File: src/rtl/signal_phase_arbiter_if.sv
// Lamp and sensor bundle for the four-approach signal phase arbiter.
// master drives the car sensors; slave (the arbiter) drives the lamps and phase.
interface signal_phase_arbiter_if;
  logic [3:0] req;
  logic [3:0] green;
  logic [3:0] amber;
  logic [3:0] red;
  logic [1:0] phase;

  modport master (output req, input green, amber, red, phase);
  modport slave  (input req, output green, amber, red, phase);
endinterface

File: src/rtl/signal_phase_arbiter.sv
// Four-approach traffic signal arbiter: ALL_RED -> GREEN -> AMBER with a 60 Hz time base.
// Optional macro REST_CYCLE_EN: an idle green also exits after the minimum time (round-robin rest cycling).
//
// state   | meaning
// ALL_RED | clearance interval; the winner is chosen on its last cycle
// GREEN   | approach 'phase' has right of way
// AMBER   | approach 'phase' is clearing
module signal_phase_arbiter #(
  parameter int TICKS_PER_SEC = 60,
  parameter int GREEN_MIN     = 12,
  parameter int MAX_GREEN     = 24,
  parameter int AMBER_TIME    = 3,
  parameter int CLEAR_TIME    = 6
) (
  input logic clk,
  input logic rst,
  signal_phase_arbiter_if.slave bus
);

  typedef enum logic [1:0] {ALL_RED, GREEN, AMBER} state_t;

  localparam int SEC_MAX0 = (MAX_GREEN > GREEN_MIN) ? MAX_GREEN : GREEN_MIN;
  localparam int SEC_MAX1 = (SEC_MAX0 > AMBER_TIME) ? SEC_MAX0 : AMBER_TIME;
  localparam int SEC_MAX  = (SEC_MAX1 > CLEAR_TIME) ? SEC_MAX1 : CLEAR_TIME;
  localparam int SW       = $clog2(SEC_MAX + 1);
  localparam int PW       = (TICKS_PER_SEC > 1) ? $clog2(TICKS_PER_SEC) : 1;

  state_t        state, state_nx;
  logic [1:0]    phase_r, phase_nx, winner;
  logic [PW-1:0] presc;
  logic [SW-1:0] sec;
  logic [3:0]    green_r, amber_r, red_r, green_nx, amber_nx;
  logic          clr, own, other, min_ok, max_ok, go;

  // True once n seconds' worth of cycles, counting the current one, have elapsed in the state.
  function automatic logic elapsed_ge(input logic [SW-1:0] s, input logic [PW-1:0] p,
                                      input int n);
    return (int'(s) >= n) || ((int'(s) == n - 1) && (int'(p) == TICKS_PER_SEC - 1));
  endfunction

  always_comb begin
    state_nx = state;
    phase_nx = phase_r;
    clr      = 1'b0;
    own      = bus.req[phase_r];
    other    = |(bus.req & ~(4'b0001 << phase_r));
    min_ok   = elapsed_ge(sec, presc, GREEN_MIN);
    max_ok   = elapsed_ge(sec, presc, MAX_GREEN);
`ifdef REST_CYCLE_EN
    go       = (min_ok && !own) || (other && max_ok);
`else
    go       = other && ((min_ok && !own) || max_ok);
`endif
    // Descending scan so the nearest requester after phase wins; offset 4 wraps to phase itself.
    winner   = phase_r + 2'd1;
    for (int k = 4; k >= 1; k--) begin
      if (bus.req[phase_r + 2'(k)]) winner = phase_r + 2'(k);
    end
    case (state)
      ALL_RED: if (elapsed_ge(sec, presc, CLEAR_TIME)) begin
        state_nx = GREEN;
        phase_nx = winner;
        clr      = 1'b1;
      end
      GREEN: if (go) begin
        state_nx = AMBER;
        clr      = 1'b1;
      end
      AMBER: if (elapsed_ge(sec, presc, AMBER_TIME)) begin
        state_nx = ALL_RED;
        clr      = 1'b1;
      end
      default: begin
        state_nx = ALL_RED;
        clr      = 1'b1;
      end
    endcase
    green_nx = (state_nx == GREEN) ? (4'b0001 << phase_nx) : 4'b0000;
    amber_nx = (state_nx == AMBER) ? (4'b0001 << phase_nx) : 4'b0000;
  end

  always_ff @(posedge clk or negedge rst) begin
    if (!rst) begin
      state   <= ALL_RED;
      phase_r <= 2'd3;
      presc   <= '0;
      sec     <= '0;
      green_r <= 4'b0000;
      amber_r <= 4'b0000;
      red_r   <= 4'b1111;
    end else begin
      state   <= state_nx;
      phase_r <= phase_nx;
      green_r <= green_nx;
      amber_r <= amber_nx;
      red_r   <= ~(green_nx | amber_nx);
      if (clr) begin
        presc <= '0;
        sec   <= '0;
      end else if (presc == PW'(TICKS_PER_SEC - 1)) begin
        presc <= '0;
        if (sec < SW'(SEC_MAX)) sec <= sec + SW'(1);
      end else begin
        presc <= presc + PW'(1);
      end
    end
  end

  assign bus.green = green_r;
  assign bus.amber = amber_r;
  assign bus.red   = red_r;
  assign bus.phase = phase_r;

endmodule

File: src/flat_wrapper.sv
// flat-port wrapper written by rule: the top's interface ports become plain ports
module signal_phase_arbiter_flat 
#(
  parameter int TICKS_PER_SEC = 60,
  parameter int GREEN_MIN     = 12,
  parameter int MAX_GREEN     = 24,
  parameter int AMBER_TIME    = 3,
  parameter int CLEAR_TIME    = 6
)
  (clk, rst, bus_req, bus_green, bus_amber, bus_red, bus_phase);
  signal_phase_arbiter_if bus_i ();
  input logic clk;
  input logic rst;
  input wire logic [$bits(bus_i.req)-1:0] bus_req;
  output wire logic [$bits(bus_i.green)-1:0] bus_green;
  output wire logic [$bits(bus_i.amber)-1:0] bus_amber;
  output wire logic [$bits(bus_i.red)-1:0] bus_red;
  output wire logic [$bits(bus_i.phase)-1:0] bus_phase;
  assign bus_i.req = bus_req;
  assign bus_green = bus_i.green;
  assign bus_amber = bus_i.amber;
  assign bus_red = bus_i.red;
  assign bus_phase = bus_i.phase;
  signal_phase_arbiter #(.TICKS_PER_SEC(TICKS_PER_SEC), .GREEN_MIN(GREEN_MIN), .MAX_GREEN(MAX_GREEN), .AMBER_TIME(AMBER_TIME), .CLEAR_TIME(CLEAR_TIME)) u_core (.clk(clk), .rst(rst), .bus(bus_i));
endmodule
File: config.mk
export PLATFORM = sky130hd
export DESIGN_NAME = signal_phase_arbiter_flat
export DESIGN_NICKNAME = d
export VERILOG_FILES = /design/src/rtl/signal_phase_arbiter_if.sv /design/src/rtl/signal_phase_arbiter.sv /design/src/flat_wrapper.sv
export SDC_FILE = /design/constraint.sdc
export NUM_CORES = 1
export LEC_CHECK = 0
export CAP_MARGIN = 20
export CORE_AREA = 10 10 63 65
export CTS_BUF_LIST = sky130_fd_sc_hd__clkbuf_8
export DETAILED_ROUTE_END_ITERATION = 12
export DIE_AREA = 0 0 73 75
export PLACE_DENSITY = 0.89
export RECOVER_POWER = 25
export SLEW_MARGIN = 20
export SYNTH_ARGS = -nofsm -noshare
export SYNTH_HDL_FRONTEND = slang
export SYNTH_SLANG_ARGS = --single-unit
File: constraint.sdc
create_clock -name clk -period 3.5 [get_ports clk]
set_input_delay 0.7 -clock clk [delete_from_list [all_inputs] [get_ports clk]]
set_output_delay 0.7 -clock clk [all_outputs]
set_load 0.05 [all_outputs]
==> reports/results.ini, run 1 <==
[synthesis]
synthesis.nets=163
synth_edf_count=0
async_flop_share_pct=100
syn_inst=148
netlist_area_um2=1590
ys_types=45
ys_ff_latch=27
yosysSeqAreaShare_pct=43.0
ys.flop_type=dfrtp_1
yosysWarnings=0
synth_area_per_cell_um2=10.7

[routing]
vias_per_cell=6.27
avgRoutedWirePerCell_um=17.9
dr.pass1.iters=4
routed_wl_um=3540
antenna_left=0
via_count=1241
drt_iter0_drc=105
drc=0

[floorplanning]
coreArea_um2=2710
die_w_um=73
start_util_pct=58.7
io_pins=20
fp.dieH_um=75
rows=19
die_area_um2=5480

[worst_setup_path]
cp-start-kind=register
worst-path-buf-inv=1
timing.rr.start=u_core.bus.phase[0]
critical-path-top-delay-family=compound AO/OA/AOI/OAI gates
cp_slowest_cell=o31ai_1
cp-end-kind=register
path_class=reg -> reg
crit_arrival_ns=2.95
cp_max_fo=16
cp_cell_sequence=inv_1 -> ha_1 -> mux2_4 -> and2_4 -> o31ai_1 -> a211oi_1
cp.required_ns=3.61
worst_path_largest_cell_delay_ns=0.74
critPathLaunch=u_core.bus.phase[0]

[cells_and_area]
fin_area_um2=1830
num_antenna_cells=0
areaGrowthSynthToFinish_pct=15.0
nets=183
final_util_pct=67.5
drive_gt1_share_pct=12.6

[sta]
setup_violations=0
fin_skew_ns=0.00423
hold_slack_ns=0.488
clock.fmax_mhz=352
max_slew_margin_pct=16.9
hold_viol=0
layout_min_cycle_time_ns=2.84
report.final.slew_viol_count=0
fin_crit_sh_pct=81.2
rsz0062_at_grt=no
worstMarginPinSlew_ns=1.25
fin_tns_setup_ns=0

[cts]
cts_setup_buffers=0
cts_buffers=3
clock_latency_ns=0.28
cts.sinks=27
clock_path_buffers=2
cts_max_level=1
cts_tree=yes
cts_root_buffer=clkbuf_8
ctsHoldBuffers=0
cts_resized=0
path_clk_slew_ns=0.10

[place]
place_area_um2=1790
routabilityCongestion=0.849
portBuffers=19
dp_hpwl_um=2650

[outcome]
status=complete, no violations

[global_route]
grt_max_degree=25
gr-usage-all-layers_pct=13.5
antenna_found_initial=0
grt_pass1_wl_um=6060
grt_pass1_vias=1273
grt_overflow=0

[power_and_ir_drop]
worst_ir_drop_vdd_mv=0.294
finalPower_w=0.000560
power_density_nw_per_um2=306
power.leakage_nw=0.802

[worst_hold_path]
hp-class=reg -> reg
hp-start=u_core.presc[0]

[job]
maxCapViolations=0

[final cells by class]
type                            count  area, um^2
Inverter                           12        45.0
Sequential cell                    27         683
Multi-Input combinational cell    103         815
Clock buffer                        3        41.3
Tap cell                           31        38.8
Timing Repair Buffer               21         199
Fill cell                         217         881
Clock inverter                      1        7.51
[logic make-up after synthesis]
| group | share of synthesized area, % |
|---|---|
| buffers and inverters | 5.82 |
| and+or+nand+nor | 17.8 |
| AOI/OAI and AO/OA | 15.1 |
| muxes | 7.40 |
| DFF | 43.0 |
| adders and majority gates | 7.08 |
| xor gates and xnor gates | 3.86 |
[cells in the final DEF, fill, tap and decap left out, types with 5 or more instances in the layout]
cell type	count
dfrtp_1	21
clkdlybuf4s50_1	18
inv_1	12
ha_1	9
nor3_1	8
nand4_1	6
a211oi_1	6
nor2_1	6
dfstp_2	6
nor2b_1	5
nand2_1	5
mux2i_1	5
nor4_1	5
[registers in the layout, summed over array words and instances (netlist names)]
| signal | cells |
|---|---|
| u_core.bus.amber | 4 |
| u_core.bus.green | 4 |
| u_core.bus.phase | 2 |
| u_core.bus.red | 4 |
| u_core.presc | 6 |
| u_core.sec | 5 |
| u_core.state | 2 |
[cells in the mapped netlist (all sizes together), types with 2 or more instances]
library cell | count | area, um^2
dfrtp | 21 | 526
inv | 12 | 45.0
dfstp | 6 | 158
ha | 9 | 113
nand4 | 6 | 37.5
nor3 | 8 | 40.0
a221oi | 2 | 17.5
nor3b | 2 | 15.0
mux4 | 2 | 52.6
o21ai | 3 | 15.0
nor2b | 5 | 31.3
nor4 | 5 | 31.3
nor2 | 6 | 22.5
o211ai | 2 | 15.0
buf | 5 | 43.8
nand3 | 4 | 20.0
xnor2 | 4 | 35.0
xor2 | 3 | 26.3
mux2i | 5 | 50.1
o31a | 2 | 20.0
a211oi | 6 | 45.0
or4 | 2 | 20.0
a31oi | 2 | 12.5
nand2 | 5 | 18.8
o41ai | 3 | 26.3
[power by group]
group / internal (W) / leakage [nW] / total [W] / switching [W]
clock network: 0.0000810 / 0.0217 / 0.000183 / 0.000102
logic: 0.0000259 / 0.433 / 0.0000578 / 0.0000320
registers: 0.000314 / 0.347 / 0.000319 / 0.00000508
total: 0.000421 / 0.802 / 0.000560 / 0.000139
[stage by stage]
| step | setup slack (ns) | instances |
|---|---|---|
| 5_1_grt | 0.475 | 198 |
| 4_1_cts | 0.708 | 198 |
| 6_report | 0.659 | 198 |
| 3_3_place_gp | 0.624 | 194 |
| 2_1_floorplan | 0.874 | 148 |
| 3_5_place_dp | 0.450 | 194 |
[worst register-to-register path, cell delays in order (launching register included)]
cell	delay [ns]
dfstp_2	0.73
inv_1	0.15
ha_1	0.38
mux2_4	0.31
and2_4	0.17
o31ai_1	0.74
a211oi_1	0.20
[per-layer routing]
layer / vias to the layer above / track usage, % / part of all wire (%)
met3: 9 / 2.10 / 4.9
met5: - / 0 / 0
met2: 40 / 23.1 / 52
met4: 0 / 5.70 / 1.6
met1: 604 / 16.5 / 42
li1: 588 / - / -
[worst paths after layout]
| kind | end | slack [ns] | cells past startpoint |
|---|---|---|---|
| worst max-delay path | u_core.bus.green[1] | 0.66 | 6 |
| worst min-delay path | u_core.presc[0] | 0.49 | 1 |
| worst max register to register | u_core.bus.green[1] | 0.66 | 6 |
| worst min register to register | u_core.presc[0] | 0.49 | 1 |
| max in group asynchronous | u_core.bus.red[0] | 2.03 | 2 |
| min in group asynchronous | u_core.sec[3] | 0.66 | 1 |
Note: power is estimated with default switching activity, not from simulation.
==> run 2, diff against run 1 <==
--- a/config.mk
+++ b/config.mk
@@ -6,11 +6,11 @@
 export NUM_CORES = 1
 export LEC_CHECK = 0
 export CAP_MARGIN = 20
-export CORE_AREA = 10 10 63 65
+export CORE_AREA = 10 10 64 66
 export CTS_BUF_LIST = sky130_fd_sc_hd__clkbuf_8
 export DETAILED_ROUTE_END_ITERATION = 12
-export DIE_AREA = 0 0 73 75
-export PLACE_DENSITY = 0.89
+export DIE_AREA = 0 0 74 76
+export PLACE_DENSITY = 0.86
 export RECOVER_POWER = 25
 export SLEW_MARGIN = 20
 export SYNTH_ARGS = -nofsm -noshare
==> constraint.sdc (replaced) <==
create_clock -name clk -period 2.65 [get_ports clk]
set_input_delay 0.53 -clock clk [delete_from_list [all_inputs] [get_ports clk]]
set_output_delay 0.53 -clock clk [all_outputs]
set_load 0.05 [all_outputs]
==> run 2 against run 1 <==
Effect of this change:
- utilization fell by 2.8 points
- fmax is 12% higher
- largest power group unchanged
- die area up 2.7%
- global-route usage fell by 0.82 points
- register-to-register slack got worse by 0.54 ns
- clock-buffer cell count unchanged
- sequential power grew 32%
- highest routed layer unchanged
- clock power up 30%
==> reports/results.ini, run 2 (synthesized netlist as in run 1, its figures left out) <==
[power_and_ir_drop]
power.leakage_nw=0.824
worst_ir_drop_vdd_mv=0.305
finalPower_w=0.000744
power_density_nw_per_um2=393

[cells_and_area]
areaGrowthSynthToFinish_pct=19.1
reg_top3=u_core.presc (6), u_core.sec (5)
top_register=u_core.presc
drive_gt1_share_pct=17.5
largest_reg_flops=6
final_util_pct=64.7
nets=187
num_antenna_cells=0
final_common_cell=dfrtp_1
layout_common_cells=dfrtp_1 (21), clkdlybuf4s50_1 (18), inv_1 (12)

[worst_setup_path]
crit_arrival_ns=2.72
timing.rr.start=u_core.bus.phase[0]
rr_endpoint=u_core.bus.amber[1]
cp.required_ns=2.84
path_class=reg -> reg
cp_max_fo=12
cp-start-kind=register
critPathLaunch=u_core.bus.phase[0]
cp-end-kind=register
rr_worst_depth=6
reg2reg_slack_ns=0.11

[floorplanning]
fp.dieH_um=76
start_util_pct=54.3
die_area_um2=5620
die_w_um=74
io_pins=20
coreArea_um2=2930
rows=20

[routing]
vias_per_cell=6.24
drt_iter0_drc=71
antenna_left=0
dr.pass1.iters=4
routed_wl_um=3500
drc=0
avgRoutedWirePerCell_um=17.1
via_count=1273

[global_route]
grt_pass1_vias=1257
grt_overflow=0
antenna_found_initial=0
grt_max_degree=28
gr-usage-all-layers_pct=12.7
grt_pass1_wl_um=5980

[cts]
cts_tree=yes
cts_setup_buffers=0
clock_path_buffers=2
cts.sinks=27
clock_latency_ns=0.27
cts_max_level=1
ctsHoldBuffers=0
path_clk_slew_ns=0.09
cts_root_buffer=clkbuf_8
cts_buffers=3

[worst_hold_path]
hp-start=u_core.presc[0]
whs_endpoint=u_core.presc[0]
worstHoldPathCells=1
hp-class=reg -> reg

[sta]
hold_slack_ns=0.471
layout_min_cycle_time_ns=2.54
fin_tns_setup_ns=0
fin_crit_sh_pct=95.7
max_slew_margin_pct=6.08
hold_viol=0
fin_skew_ns=0.00460
worstMarginPinSlew_ns=1.41
layout_setup_ws_ns=0.115
clock.fmax_mhz=394
setup_violations=0
report.final.slew_viol_count=0

[job]
maxCapViolations=0

[place]
dp_hpwl_um=2610
post-place-ws_ns=-0.217
portBuffers=19
routabilityCongestion=0.837

[outcome]
status=complete, no violations

-- run 2: worst max path at each step --
stage	to	slack [ns]
after floorplan	u_core.bus.amber[1]	0.02
final	u_core.bus.amber[1]	0.11
after global routing	u_core.bus.amber[2]	-0.01
after detailed placement	u_core.bus.amber[0]	-0.22
after CTS	u_core.bus.amber[1]	0.05
after global placement	u_core.bus.amber[2]	-0.09
-- run 2: cell type report --
type                            instances  area [um^2]
Fill cell                             230         1030
Multi-Input combinational cell        103          845
Sequential cell                        27          683
Timing Repair Buffer                   25          231
Inverter                               12         45.0
Clock buffer                            3         41.3
Tap cell                               33         41.3
Clock inverter                          1         7.51
-- run 2: critical path: stages, from the launching register on --
cell	delay (ns)
dfstp_2	0.69
inv_1	0.14
ha_1	0.39
mux2_4	0.31
and2_4	0.17
or4_4	0.46
a211oi_1	0.26
-- run 2: power by group --
group / leakage (nW) / internal (W) / switching (W)
logic: 0.455 / 0.0000383 / 0.0000484
clock network: 0.0217 / 0.000107 / 0.000130
registers: 0.347 / 0.000415 / 0.00000544
total: 0.824 / 0.000560 / 0.000184
-- run 2: what timing repair did --
| item | 4_1_cts | 5_1_grt |
|---|---|---|
| resized for setup | 2 | 5 |
| setup endpoints to repair | 1 | 20 |
| hold endpoints to repair | 0 | 0 |
-- run 2: metrics by stage --
step | std cells | area [um^2]
global placement | 200 | 1820
global route | 204 | 1890
detailed placement | 200 | 1820
floorplan | 148 | 1590
finish | 204 | 1890
CTS | 204 | 1870
-- run 2: metal layers --
layer / vias to the layer above / wire length [um] / share of wire, % / global-route usage (%)
li1: 604 / - / - / -
met1: 624 / 1580 / 45 / 16.3
met2: 39 / 1720 / 49 / 20.3
met3: 6 / 164 / 4.7 / 2.60
met4: 0 / 39 / 1.1 / 4.10
met5: - / 0 / 0 / 0
==> run 3, diff against run 2 <==
--- a/config.mk
+++ b/config.mk
@@ -5,7 +5,6 @@
 export SDC_FILE = /design/constraint.sdc
 export NUM_CORES = 1
 export LEC_CHECK = 0
-export CAP_MARGIN = 20
 export CORE_AREA = 10 10 64 66
 export CTS_BUF_LIST = sky130_fd_sc_hd__clkbuf_8
 export DETAILED_ROUTE_END_ITERATION = 12
==> results of run 3 <==
Same layout as run 2: the final DEF is identical, and so are final timing and power.
